[config.mk]
export PLATFORM = sky130hd
export DESIGN_NAME = seg_execute_alu_muldiv_flat
export DESIGN_NICKNAME = d
export VERILOG_FILES = /design/src/rtl/seg_execute_alu_muldiv_if.sv /design/src/rtl/seg_execute_alu_muldiv.sv /design/src/flat_wrapper.sv
export SDC_FILE = /design/constraint.sdc
export NUM_CORES = 1
export LEC_CHECK = 0
export ABC_AREA = 1
export BUFFER_PORTS_ARGS = -buffer_cell sky130_fd_sc_hd__buf_2
export CAP_MARGIN = 0
export CORE_MARGIN = 2
export CORE_UTILIZATION = 63
export DETAILED_ROUTE_END_ITERATION = 10
export PLACE_DENSITY_LB_ADDON = 0.12
export SYNTH_ARGS = -nofsm -noshare
export SYNTH_HDL_FRONTEND = slang
export SYNTH_SLANG_ARGS = --single-unit
export TNS_END_PERCENT = 30
[constraint.sdc]
create_clock -name i_clk -period 3.62 [get_ports i_clk]
set_input_delay 0.724 -clock i_clk [delete_from_list [all_inputs] [get_ports i_clk]]
set_output_delay 0.724 -clock i_clk [all_outputs]
set_load 0.02 [all_outputs]
[src/rtl/seg_execute_alu_muldiv_if.sv]
// EX-stage operand/control bundle toward the ALU plus its results, stall and HI/LO views.
// master drives the ID/EX side of the bundle; slave is the execute unit.
interface seg_execute_alu_muldiv_if #(
  parameter int NB_DATA   = 32,
  parameter int NB_ALUCTL = 4,
  parameter int NB_OP     = 2,
  parameter int NB_FUNC   = 6,
  parameter int NB_SHAMT  = 5
);
  logic                 i_valid;
  logic [NB_OP-1:0]     i_ALUOp;
  logic [NB_FUNC-1:0]   i_funct;
  logic [NB_SHAMT-1:0]  i_shamt;
  logic [NB_DATA-1:0]   i_data_a;
  logic [NB_DATA-1:0]   i_data_b;
  logic [NB_ALUCTL-1:0] o_ALUctl;
  logic [NB_DATA-1:0]   o_result;
  logic                 o_zero;
  logic                 o_stall;
  logic                 o_done;
  logic [NB_DATA-1:0]   o_hi;
  logic [NB_DATA-1:0]   o_lo;

  modport master (
    output i_valid, i_ALUOp, i_funct, i_shamt, i_data_a, i_data_b,
    input  o_ALUctl, o_result, o_zero, o_stall, o_done, o_hi, o_lo
  );

  modport slave (
    input  i_valid, i_ALUOp, i_funct, i_shamt, i_data_a, i_data_b,
    output o_ALUctl, o_result, o_zero, o_stall, o_done, o_hi, o_lo
  );
endinterface

[src/rtl/seg_execute_alu_muldiv.sv]
// Execute stage: ALU decode + single-cycle datapath (0 cycles) and a MULTU/DIVU engine
// taking NB_DATA+1 stall cycles; o_stall holds upstream while busy or on a HI/LO hazard.
module seg_execute_alu_muldiv #(
  parameter int NB_DATA   = 32,
  parameter int NB_ALUCTL = 4,
  parameter int NB_OP     = 2,
  parameter int NB_FUNC   = 6,
  parameter int NB_SHAMT  = 5
) (
  input logic i_clk,
  input logic i_rst_n,
  seg_execute_alu_muldiv_if.slave bus
);

  localparam int NB_CNT = $clog2(NB_DATA) + 1;

  localparam logic [NB_ALUCTL-1:0] CTL_AND   = NB_ALUCTL'(4'b0000);
  localparam logic [NB_ALUCTL-1:0] CTL_OR    = NB_ALUCTL'(4'b0001);
  localparam logic [NB_ALUCTL-1:0] CTL_ADD   = NB_ALUCTL'(4'b0010);
  localparam logic [NB_ALUCTL-1:0] CTL_MULTU = NB_ALUCTL'(4'b0011);
  localparam logic [NB_ALUCTL-1:0] CTL_DIVU  = NB_ALUCTL'(4'b0100);
  localparam logic [NB_ALUCTL-1:0] CTL_SUB   = NB_ALUCTL'(4'b0110);
  localparam logic [NB_ALUCTL-1:0] CTL_SLT   = NB_ALUCTL'(4'b0111);
  localparam logic [NB_ALUCTL-1:0] CTL_SLL   = NB_ALUCTL'(4'b1000);
  localparam logic [NB_ALUCTL-1:0] CTL_SRL   = NB_ALUCTL'(4'b1001);
  localparam logic [NB_ALUCTL-1:0] CTL_SRA   = NB_ALUCTL'(4'b1010);
  localparam logic [NB_ALUCTL-1:0] CTL_NOR   = NB_ALUCTL'(4'b1100);
  localparam logic [NB_ALUCTL-1:0] CTL_XOR   = NB_ALUCTL'(4'b1101);
  localparam logic [NB_ALUCTL-1:0] CTL_MFHI  = NB_ALUCTL'(4'b1110);
  localparam logic [NB_ALUCTL-1:0] CTL_MFLO  = NB_ALUCTL'(4'b1111);

  localparam logic [NB_FUNC-1:0] F_ADD   = NB_FUNC'(6'b100000);
  localparam logic [NB_FUNC-1:0] F_SUB   = NB_FUNC'(6'b100010);
  localparam logic [NB_FUNC-1:0] F_AND   = NB_FUNC'(6'b100100);
  localparam logic [NB_FUNC-1:0] F_OR    = NB_FUNC'(6'b100101);
  localparam logic [NB_FUNC-1:0] F_XOR   = NB_FUNC'(6'b100110);
  localparam logic [NB_FUNC-1:0] F_NOR   = NB_FUNC'(6'b100111);
  localparam logic [NB_FUNC-1:0] F_SLT   = NB_FUNC'(6'b101010);
  localparam logic [NB_FUNC-1:0] F_SLL   = NB_FUNC'(6'b000000);
  localparam logic [NB_FUNC-1:0] F_SRL   = NB_FUNC'(6'b000010);
  localparam logic [NB_FUNC-1:0] F_SRA   = NB_FUNC'(6'b000011);
  localparam logic [NB_FUNC-1:0] F_MFHI  = NB_FUNC'(6'b010000);
  localparam logic [NB_FUNC-1:0] F_MFLO  = NB_FUNC'(6'b010010);
  localparam logic [NB_FUNC-1:0] F_MULTU = NB_FUNC'(6'b011001);
  localparam logic [NB_FUNC-1:0] F_DIVU  = NB_FUNC'(6'b011011);

  typedef enum logic [1:0] {ST_IDLE, ST_MUL, ST_DIV, ST_DONE} state_t;

  state_t              state_q, state_d;
  logic [NB_CNT-1:0]   cnt_q, cnt_d;
  logic [NB_DATA-1:0]  acc_q, acc_d;   // upper product half / partial remainder
  logic [NB_DATA-1:0]  wrk_q, wrk_d;   // multiplier bits / dividend->quotient bits
  logic [NB_DATA-1:0]  opb_q, opb_d;   // multiplicand / divisor
  logic [NB_DATA-1:0]  hi_q, hi_d;
  logic [NB_DATA-1:0]  lo_q, lo_d;

  logic [NB_ALUCTL-1:0] alu_ctl;
  logic [NB_DATA-1:0]   result;
  logic [NB_DATA:0]     mul_sum;
  logic [NB_DATA:0]     div_shift;
  logic [NB_DATA:0]     div_diff;
  logic                 div_ge;
  logic                 busy;
  logic                 start;
  logic                 is_mfx;

  always_comb begin
    alu_ctl = CTL_ADD;
    if (bus.i_ALUOp == '0) begin
      alu_ctl = CTL_ADD;
    end else if (bus.i_ALUOp[0]) begin
      alu_ctl = CTL_SUB;
    end else begin
      case (bus.i_funct)
        F_ADD:   alu_ctl = CTL_ADD;
        F_SUB:   alu_ctl = CTL_SUB;
        F_AND:   alu_ctl = CTL_AND;
        F_OR:    alu_ctl = CTL_OR;
        F_XOR:   alu_ctl = CTL_XOR;
        F_NOR:   alu_ctl = CTL_NOR;
        F_SLT:   alu_ctl = CTL_SLT;
        F_SLL:   alu_ctl = CTL_SLL;
        F_SRL:   alu_ctl = CTL_SRL;
        F_SRA:   alu_ctl = CTL_SRA;
        F_MFHI:  alu_ctl = CTL_MFHI;
        F_MFLO:  alu_ctl = CTL_MFLO;
        F_MULTU: alu_ctl = CTL_MULTU;
        F_DIVU:  alu_ctl = CTL_DIVU;
        default: alu_ctl = CTL_AND;
      endcase
    end
  end

  always_comb begin
    result = '0;
    case (alu_ctl)
      CTL_ADD:  result = bus.i_data_a + bus.i_data_b;
      CTL_SUB:  result = bus.i_data_a - bus.i_data_b;
      CTL_AND:  result = bus.i_data_a & bus.i_data_b;
      CTL_OR:   result = bus.i_data_a | bus.i_data_b;
      CTL_XOR:  result = bus.i_data_a ^ bus.i_data_b;
      CTL_NOR:  result = ~(bus.i_data_a | bus.i_data_b);
      CTL_SLT:  result = {{(NB_DATA-1){1'b0}}, ($signed(bus.i_data_a) < $signed(bus.i_data_b))};
      CTL_SLL:  result = bus.i_data_b << bus.i_shamt;
      CTL_SRL:  result = bus.i_data_b >> bus.i_shamt;
      CTL_SRA:  result = $unsigned($signed(bus.i_data_b) >>> bus.i_shamt);
      CTL_MFHI: result = hi_q;
      CTL_MFLO: result = lo_q;
      default:  result = '0;
    endcase
  end

  assign busy   = (state_q == ST_MUL) || (state_q == ST_DIV);
  assign start  = (state_q == ST_IDLE) && bus.i_valid &&
                  ((alu_ctl == CTL_MULTU) || (alu_ctl == CTL_DIVU));
  assign is_mfx = (alu_ctl == CTL_MFHI) || (alu_ctl == CTL_MFLO);

  always_comb begin
    state_d = state_q;
    cnt_d   = cnt_q;
    acc_d   = acc_q;
    wrk_d   = wrk_q;
    opb_d   = opb_q;
    hi_d    = hi_q;
    lo_d    = lo_q;

    mul_sum   = {1'b0, acc_q} + (wrk_q[0] ? {1'b0, opb_q} : '0);
    div_shift = {acc_q, wrk_q[NB_DATA-1]};
    div_diff  = div_shift - {1'b0, opb_q};
    div_ge    = ~div_diff[NB_DATA];

    case (state_q)
      ST_IDLE: begin
        if (start) begin
          acc_d   = '0;
          wrk_d   = bus.i_data_a;
          opb_d   = bus.i_data_b;
          cnt_d   = NB_CNT'(NB_DATA);
          state_d = (alu_ctl == CTL_MULTU) ? ST_MUL : ST_DIV;
        end
      end
      ST_MUL: begin
        // Add-then-shift-right: product accumulates in {acc, wrk}.
        acc_d = mul_sum[NB_DATA:1];
        wrk_d = {mul_sum[0], wrk_q[NB_DATA-1:1]};
        cnt_d = cnt_q - NB_CNT'(1);
        if (cnt_d == '0) begin
          state_d = ST_DONE;
          hi_d    = acc_d;
          lo_d    = wrk_d;
        end
      end
      ST_DIV: begin
        if (opb_q == '0) begin
          state_d = ST_DONE;
          cnt_d   = '0;
          hi_d    = wrk_q;
          lo_d    = '1;
        end else begin
          acc_d = div_ge ? div_diff[NB_DATA-1:0] : div_shift[NB_DATA-1:0];
          wrk_d = {wrk_q[NB_DATA-2:0], div_ge};
          cnt_d = cnt_q - NB_CNT'(1);
          if (cnt_d == '0) begin
            state_d = ST_DONE;
            hi_d    = acc_d;
            lo_d    = wrk_d;
          end
        end
      end
      ST_DONE: state_d = ST_IDLE;
      default: state_d = ST_IDLE;
    endcase
  end

  always_ff @(posedge i_clk or negedge i_rst_n) begin
    if (!i_rst_n) begin
      state_q <= ST_IDLE;
      cnt_q   <= '0;
      acc_q   <= '0;
      wrk_q   <= '0;
      opb_q   <= '0;
      hi_q    <= '0;
      lo_q    <= '0;
    end else begin
      state_q <= state_d;
      cnt_q   <= cnt_d;
      acc_q   <= acc_d;
      wrk_q   <= wrk_d;
      opb_q   <= opb_d;
      hi_q    <= hi_d;
      lo_q    <= lo_d;
    end
  end

  assign bus.o_ALUctl = alu_ctl;
  assign bus.o_result = result;
  assign bus.o_zero   = (result == '0);
  assign bus.o_stall  = start || busy || (busy && bus.i_valid && is_mfx);
  assign bus.o_done   = (state_q == ST_DONE);
  assign bus.o_hi     = hi_q;
  assign bus.o_lo     = lo_q;

endmodule

[src/flat_wrapper.sv]
// flat-port wrapper written by rule: the top's interface ports become plain ports
module seg_execute_alu_muldiv_flat 
#(
  parameter int NB_DATA   = 32,
  parameter int NB_ALUCTL = 4,
  parameter int NB_OP     = 2,
  parameter int NB_FUNC   = 6,
  parameter int NB_SHAMT  = 5
)
  (i_clk, i_rst_n, bus_i_valid, bus_i_ALUOp, bus_i_funct, bus_i_shamt, bus_i_data_a, bus_i_data_b, bus_o_ALUctl, bus_o_result, bus_o_zero, bus_o_stall, bus_o_done, bus_o_hi, bus_o_lo);
  seg_execute_alu_muldiv_if #(.NB_DATA(NB_DATA), .NB_ALUCTL(NB_ALUCTL), .NB_OP(NB_OP), .NB_FUNC(NB_FUNC), .NB_SHAMT(NB_SHAMT)) bus_i ();
  input logic i_clk;
  input logic i_rst_n;
  input wire logic [$bits(bus_i.i_valid)-1:0] bus_i_valid;
  input wire logic [$bits(bus_i.i_ALUOp)-1:0] bus_i_ALUOp;
  input wire logic [$bits(bus_i.i_funct)-1:0] bus_i_funct;
  input wire logic [$bits(bus_i.i_shamt)-1:0] bus_i_shamt;
  input wire logic [$bits(bus_i.i_data_a)-1:0] bus_i_data_a;
  input wire logic [$bits(bus_i.i_data_b)-1:0] bus_i_data_b;
  output wire logic [$bits(bus_i.o_ALUctl)-1:0] bus_o_ALUctl;
  output wire logic [$bits(bus_i.o_result)-1:0] bus_o_result;
  output wire logic [$bits(bus_i.o_zero)-1:0] bus_o_zero;
  output wire logic [$bits(bus_i.o_stall)-1:0] bus_o_stall;
  output wire logic [$bits(bus_i.o_done)-1:0] bus_o_done;
  output wire logic [$bits(bus_i.o_hi)-1:0] bus_o_hi;
  output wire logic [$bits(bus_i.o_lo)-1:0] bus_o_lo;
  assign bus_i.i_valid = bus_i_valid;
  assign bus_i.i_ALUOp = bus_i_ALUOp;
  assign bus_i.i_funct = bus_i_funct;
  assign bus_i.i_shamt = bus_i_shamt;
  assign bus_i.i_data_a = bus_i_data_a;
  assign bus_i.i_data_b = bus_i_data_b;
  assign bus_o_ALUctl = bus_i.o_ALUctl;
  assign bus_o_result = bus_i.o_result;
  assign bus_o_zero = bus_i.o_zero;
  assign bus_o_stall = bus_i.o_stall;
  assign bus_o_done = bus_i.o_done;
  assign bus_o_hi = bus_i.o_hi;
  assign bus_o_lo = bus_i.o_lo;
  seg_execute_alu_muldiv #(.NB_DATA(NB_DATA), .NB_ALUCTL(NB_ALUCTL), .NB_OP(NB_OP), .NB_FUNC(NB_FUNC), .NB_SHAMT(NB_SHAMT)) u_core (.i_clk(i_clk), .i_rst_n(i_rst_n), .bus(bus_i));
endmodule
==> results.ini, run 1 <==
[run_status]
status = stopped before the end
lastStage = global routing (5_1_grt)
error_message = [ERROR GRT-0116] Global routing finished with congestion. Check the congestion regions in the DRC Viewer.

[grt]
grt_util_all_layers_pct = 68.1
grt_overflow = 1
grt_max_degree = 68
grt_pass1_vias = 36600
grt_pass1_wl_um = 213000

[logic_synthesis]
yosys_warnings = 0
synthTopCellsByArea = nand2_1 24%, dfrtp_1 17%, nand3_1 13%, ha_1 8.9%, inv_1 8.3%
async_flop_share_pct = 100
synth_fa_ha_area_share_pct = 9.25
synth_cell_type_count = 44
synth_seq_area_share_pct = 16.8
ys.flop_type = dfrtp_1
synth_top_family_by_area = simple AND/OR/NAND/NOR gates
netlist_area_sq_um = 25000
synth_compound_area_share_pct = 12.8
synth-xor-area-share_pct = 2.00
muxShareOfSynthArea_pct = 0
synth_nets = 4826
synth_top_area_share_pct = 23.6
synth_edf_count = 0
synth-simple-area-share_pct = 47.3
synth-seq-cells = 168
synth.largest_area_cell = nand2_1
synthCells = 4564
syn-mean-instance-area_sq_um = 5.47

[clock_network]
cts_sinks = 168
htreeDepth = 4
root_buffer = clkbuf_16
cts_hold_buf = 0
clockBufferDepth = 2
cts_buffers = 17

[placed_design]
gp_congestion = 1.19
numPortBuffers = 182
dp_worst_setup_slack_ns = -0.763
dp_hpwl_um = 96200

[floorplanning]
io_pins = 183
die_w_um = 203
die_h_um = 203
num_rows = 72
start_util_pct = 64.1

[routing by layer]
metal	overflow	global-route usage, %
met4	0	52.7
met3	0	47.7
met1	0	77.2
met5	0	23.6
met2	1	84.5
[stage by stage]
| step | std cells | area (sq um) | utilization [%] |
|---|---|---|---|
| after floorplan | 4564 | 25000 | - |
| after global placement | 5643 | 30700 | 78.8 |
| after detailed placement | 5643 | 30700 | 78.8 |
| after CTS | 5708 | 33000 | 84.7 |
[cells in the mapped netlist, types with 26 or more instances]
| cell type | instances |
|---|---|
| nor3_1 | 37 |
| clkbuf_1 | 144 |
| buf_1 | 31 |
| a31oi_1 | 32 |
| o211ai_1 | 72 |
| inv_1 | 550 |
| nand2_1 | 1569 |
| nor2_1 | 452 |
| o21ai_0 | 221 |
| a21oi_1 | 180 |
| xor2_1 | 36 |
| dfrtp_1 | 168 |
| nand4_1 | 55 |
| buf_2 | 26 |
| nand3_1 | 656 |
| ha_1 | 178 |
[cells by family after synthesis]
group,Yosys count
simple gates,2823
compound gates,565
buf+inv,769
flops,168
xor+xnor,57
fa+ha+maj,182
[timing repair]
item,4_1_cts
hold endpoints to repair,0
buffers inserted,32
setup endpoints to repair,34
gates resized for setup,424
gates cloned,2
pin swaps,118
==> run 2, diff against run 1 <==
Settings changed: CORE_UTILIZATION 63 to 40, PLACE_DENSITY_LB_ADDON 0.12 to 0.15.
==> run 2 against run 1 <==
The flow now finishes, with violations (negative setup slack). Area after synthesis stayed put. Synthesized cell count stayed put.
==> results.ini, run 2 <==
[cells_and_area]
mostFrequentLayoutCells = 1,332 x nand2_1, 783 x buf_4, 561 x nand3_1
stdcell_count = 6303
area_delta_synth_final_pct = 51.9
layout-drive-gt1-share_pct = 33.7
num-fill-cells = 6009
nets = 5711
layout_commonest_cell = nand2_1
regArea_sq_um = 4200
fin_area_sq_um = 37900
multi_input_area_sq_um = 20900

[floorplanning]
die_w_um = 254  ; was 203 um
start_util_pct = 40.4  ; was 64.1%
io_pins = 183  ; unchanged
dieArea_sq_um = 64400
coreArea_sq_um = 61700
die_h_um = 254  ; was 203 um
num_rows = 91  ; was 72

[timing]
fin_crit_ns = 4.12
hold_violations = 0
clock_skew_ns = 0.0173
worst_pin_slew_ns = 0.828
timing.final.crit_share_pct = 114
setup_viol = 33
worst_slack_ns = -0.502
max_slew_margin_pct = 44.8
rsz0062_at_grt = yes
drv_slew = 0
fmax_ghz = 0.243

[logic_synthesis]
synth.most_common_cell = nand2_1  ; unchanged
synth_commonest_cells = 1,569 x nand2_1, 656 x nand3_1, 550 x inv_1  ; unchanged
synthCells = 4564  ; unchanged
netlist_area_sq_um = 25000  ; unchanged
yosys_warnings = 0  ; unchanged
synth_seq_area_share_pct = 16.8  ; unchanged
synthTopCellsByArea = nand2_1 24%, dfrtp_1 17%, nand3_1 13%, ha_1 8.9%, inv_1 8.3%  ; unchanged
synth.largest_area_cell = nand2_1  ; unchanged
synth-seq-cells = 168  ; unchanged
ys.flop_type = dfrtp_1  ; unchanged
synth_edf_count = 0  ; unchanged
synth_cell_type_count = 44  ; unchanged
synth_top_area_share_pct = 23.6  ; unchanged
syn-mean-instance-area_sq_um = 5.47  ; unchanged
synth_nets = 4826  ; unchanged
async_flop_share_pct = 100  ; unchanged

[worst_setup_path]
startpoint_type = input port
end_kind = primary output
path_class = in2out
crit_arrival_ns = 3.40
cp.required_ns = 2.90
critPathMaxFanout = 7

[power]
leakagePower_nw = 20.7
finalPower_w = 0.00826
power_density_nw_per_um2 = 218
ir_worst_vdd_uv = 340

[placed_design]
dpl_cell_area_sq_um = 32500  ; was 30,700 sq um
dp.cells = 6140  ; was 5,643
numPortBuffers = 182  ; unchanged
dp_hpwl_um = 123000  ; was 96,200 um
dp_worst_setup_slack_ns = -1.13  ; was -0.763 ns
gp_congestion = 1.10  ; was 1.19

[clock_network]
cts_sinks = 168  ; unchanged
cts_tree = yes
clk_latency_ns = 0.46
cts_hold_buf = 0  ; unchanged
cts_buffers = 17  ; unchanged
root_buffer = clkbuf_16  ; unchanged
clockBufferDepth = 2  ; unchanged
htreeDepth = 4  ; unchanged
path_clk_slew_ns = 0.08

[worst_hold_path]
hp-class = in2async

[routing]
dr_total_vias = 36100
wire_per_inst_um = 24.2
avgViaCountPerCell = 5.73
drtPass1Iterations = 7
drtIter0Drc = 4996
ant_nets = 0
drc = 0
wl_um = 152000

[grt]
grt_max_degree = 96
grt_pass1_vias = 32700
grt_util_all_layers_pct = 45.9
antenna_found_initial = 6
grt_pass1_wl_um = 216000
grt_overflow = 0

[run]
cap_violations = 0

[run_status]
violations = negative setup slack
status = finished, violations left  ; was stopped before the end

## run 2: cell counts after synthesis
Identical to the previous run, type by type.
## run 2: worst max-delay path: stages
cell and delay, ns:
buf_6 0.12, inv_4 0.06, ha_4 0.31, nor2_4 0.17
inv_2 0.08, nor2_4 0.16, nand2_2 0.09, buf_6 0.13
nor3_4 0.27, nand2_4 0.10, nand2_2 0.07, nand2_1 0.05
nand3_1 0.06, nand3_1 0.08, nor2_2 0.15, nand2_1 0.08
inv_1 0.06, nand2_2 0.06, nor2_4 0.18, nand2_2 0.11
nor2_4 0.14, buf_6 0.13
## run 2: worst paths after layout
kind / end / from / slack [ns] / cells after the start
min in group i_clk: u_core.cnt_q[5] / u_core.cnt_q[5] / 0.51 / 2
min reg2reg: u_core.cnt_q[5] / u_core.cnt_q[5] / 0.51 / 2
max in group asynchronous: u_core.opb_q[2] / i_rst_n / 2.61 / 2
min: u_core.acc_q[24] / i_rst_n / 0.14 / 1
max reg2reg: u_core.bus.o_hi[26] / u_core.wrk_q[0] / 0.28 / 15
max: bus_o_zero / bus_i_data_b[22] / -0.50 / 22
## run 2: metrics by stage
stage               hold WS [ns]  TNS [ns]  utilization [%]
detailed placement         0.501    -21.48             52.7
global placement           0.479    -21.90             52.7
finish                     0.139     -8.05             61.4
CTS                        0.142     -4.42             59.2
floorplan                  0.428         0                -
global route               0.149    -10.10             61.4
## run 2: area by class of cell
cell class | count | share of cell area [%]
flip-flops and latches | 168 | 11.1
clock inverters | 15 | 0.518
diodes | 4 | 0.0264
multi-input cells | 3627 | 55.1
inverters | 565 | 5.78
repair buffers | 1070 | 23.6
well taps | 837 | 2.76
clock buffers | 17 | 1.12
## run 2: per-layer routing
layer  part of all wire (%)  vias up  routed length [um]  global-route usage (%)
li1                       -    16500                   -                       -
met1                     41    16800               63200                    64.4
met2                     39     2335               60000                    64.5
met3                     13      404               19100                    10.4
met4                    6.6        0               10100                    24.6
met5                      0        -                   0                       0
## run 2: power by group
part           switching [W]  leakage, nW  total, W  internal, W
Combinational        0.00257         18.1   0.00444      0.00188
Clock               0.000996        0.299   0.00195     0.000949
Sequential                 0         2.32   0.00187      0.00187
## run 2: logic make-up after synthesis
group	share of synthesized area (%)
xor+xnor	2.00
flops	16.8
buf+inv	11.8
compound gates	12.8
fa+ha+maj	9.25
simple gates	47.3
## run 2: what timing repair did
action	4_1_cts	5_1_grt
buffers inserted	88	38
gates cloned	2	4
setup endpoints to repair	33	99
resized for setup	802	293
pin swaps	244	146
Power figures use the tool's default switching activity.
==> run 3, diff against run 2 <==
Settings changed: CORE_ASPECT_RATIO set to 1.75.
==> run 3 against run 2 <==
The run still ends with negative setup slack left. Hold slack improved by 0.11 ns. Design area decreased by 1.0%. Sequential share of layout area is 0.12 points higher. Count of clock-buffer cells in the layout increased by 11. Critical path depth shrank 1. Utilization shrank 0.85 points. Non-clock buffer count grew 15. Clock power is 16% higher. Wire length up 8.3%. Die area is 0.12% higher. Sequential power about the same. Highest routed layer is now met5.
==> results.ini, run 3 (same netlist as run 2, synthesis figures left out) <==
[routing]
drtIter0Drc = 3852  ; was 4,996
dr_total_vias = 36600  ; was 36,100
avgViaCountPerCell = 5.82  ; was 5.73
wire_per_inst_um = 26.2  ; was 24.2 um
drtPass1Iterations = 7  ; unchanged
drc = 0  ; unchanged
wl_um = 165000  ; was 152,000 um
ant_nets = 0  ; unchanged

[timing]
fmax_ghz = 0.234  ; was 0.243 GHz
worst_slack_ns = -0.649  ; was -0.502 ns
hold_ws_ns = 0.249  ; was 0.139 ns
timing.final.crit_share_pct = 118  ; was 114%
rsz0062_at_grt = yes  ; unchanged
hold_violations = 0  ; unchanged
fin_crit_ns = 4.27  ; was 4.12 ns
tns_ns = -10.13  ; was -8.05 ns
setup_viol = 33  ; unchanged
clock_skew_ns = 0.0159  ; was 0.0173 ns
drv_slew = 0  ; unchanged
max_slew_margin_pct = 42.9  ; was 44.8%
worst_pin_slew_ns = 0.856  ; was 0.828 ns

[worst_setup_path]
r2r_start = u_core.wrk_q[0]  ; unchanged
path_class = in2out  ; unchanged
rr_endpoint = u_core.acc_q[27]  ; was u_core.bus.o_hi[26]
startpoint_type = input port  ; unchanged
end_kind = primary output  ; unchanged
reg2reg_depth = 17  ; was 15
r2r_slack_ns = 0.07  ; was 0.28 ns
critPathMaxFanout = 22  ; was 7
cp.required_ns = 2.90  ; about the same
crit_start = bus_i_shamt[0]  ; was bus_i_data_b[22]
crit_arrival_ns = 3.54  ; was 3.40 ns

[floorplanning]
io_pins = 183  ; unchanged
num_rows = 121  ; was 91
coreArea_sq_um = 61900  ; was 61,700 sq um
start_util_pct = 40.3  ; was 40.4%
die_h_um = 334  ; was 254 um
die_w_um = 193  ; was 254 um
dieArea_sq_um = 64500  ; was 64,400 sq um

[worst_hold_path]
hp-class = in2async  ; unchanged

[cells_and_area]
num-fill-cells = 6331  ; was 6,009
layout-drive-gt1-share_pct = 30.4  ; was 33.7%
nets = 5736  ; was 5,711
mostFrequentLayoutCells = 1,404 x nand2_1, 807 x buf_4, 568 x nand3_1  ; was 1,332 x nand2_1, 783 x buf_4, 561 x nand3_1
area_delta_synth_final_pct = 50.3  ; was 51.9%
regArea_sq_um = 4200  ; unchanged
layout_commonest_cell = nand2_1  ; unchanged
multi_input_area_sq_um = 20400  ; was 20,900 sq um

[grt]
grt_pass1_wl_um = 231000  ; was 216,000 um
grt_overflow = 0  ; unchanged
grt_pass1_vias = 36100  ; was 32,700
grt_util_all_layers_pct = 49.8  ; was 45.9%
antenna_found_initial = 17  ; was 6
grt_max_degree = 86  ; was 96

[power]
power_density_nw_per_um2 = 228  ; was 218 nW/um^2
leakagePower_nw = 20.8  ; was 20.7 nW
ir_worst_vdd_uv = 252  ; was 340 uV

[clock_network]
path_clk_slew_ns = 0.06  ; was 0.08 ns
cts_tree = yes  ; unchanged
htreeDepth = 4  ; unchanged
cts_sinks = 168  ; unchanged
clockBufferDepth = 3  ; was 2
cts_hold_buf = 0  ; unchanged
clk_latency_ns = 0.51  ; was 0.46 ns
cts_buffers = 25  ; was 17
root_buffer = clkbuf_16  ; unchanged

[placed_design]
numPortBuffers = 182  ; unchanged
dp_hpwl_um = 128000  ; was 123,000 um
gp_congestion = 1.11  ; was 1.10

[run]
cap_violations = 0  ; unchanged

[run_status]
status = finished, violations left  ; unchanged
violations = negative setup slack  ; unchanged

==> run 3: power breakdown <==
group | leakage [nW] | internal, W | switching [W]
Clock | 0.350 | 0.00140 | 0.000865
Combinational | 18.1 | 0.00177 | 0.00263
Sequential | 2.32 | 0.00188 | 0
Total | 20.8 | 0.00505 | 0.00349
==> run 3: cell type report <==
type,instances,area share [%]
Tap cell,799,2.67
Timing Repair inverter,1,0.0234
Clock inverter,4,0.194
Sequential cell,168,11.2
Timing Repair Buffer,1085,23.9
Multi-Input combinational cell,3628,54.3
Clock buffer,28,1.73
Antenna cell,13,0.0868
Inverter,565,5.83
==> run 3: metal layers <==
metal | share of wire (%) | track usage (%)
met1 | 31 | 45.7
met2 | 46 | 81.7
met5 | 0.076 | 0
met3 | 9.0 | 15.8
met4 | 14 | 55.5
==> run 3: worst max-delay path, cell delays in order <==
cell and delay, ns:
clkbuf_4 0.16, buf_12 0.21, nand2_1 0.11, buf_4 0.16, nand3_1 0.18, nand3_1 0.16, nand3_1 0.17, nand2_2 0.23
nand2_1 0.12, nand2_1 0.11, nand2_1 0.09, nand2_1 0.05, inv_1 0.04, nand3_1 0.17, nor2_2 0.16, nand3_1 0.09
nor2_1 0.09, buf_4 0.13, nand2_2 0.06, nor2_4 0.13, buf_6 0.13
==> run 3: stage by stage <==
step                      setup WS (ns)  cells  utilization, %  power (W)  area [sq um]
after floorplan                0.000612   4564               -    0.00335         25000
after global placement            -1.28   6174            53.2    0.00534         33000
after detailed placement          -1.24   6174            53.2    0.00533         33000
after CTS                        -0.516   6236            56.8    0.00790         35200
after global routing             -0.775   6282            60.5    0.00881         37500
final                            -0.649   6291            60.6    0.00854         37500
==> run 3: worst max-delay path by stage <==
stage,to,slack (ns),cells after the start
after floorplan,bus_o_zero,0.0006,19
after global placement,bus_o_zero,-1.28,22
after detailed placement,bus_o_zero,-1.24,22
after CTS,bus_o_zero,-0.52,23
after global routing,bus_o_zero,-0.78,23
final,bus_o_zero,-0.65,21
==> run 3: what timing repair did <==
| item | 4_1_cts | 5_1_grt |
|---|---|---|
| endpoints found under the setup margin | 34 | 91 |
| cloned | 2 | 4 |
| setup buffers | 30 | 46 |
| pin swaps | 57 | 115 |
| resized for setup | 344 | 540 |
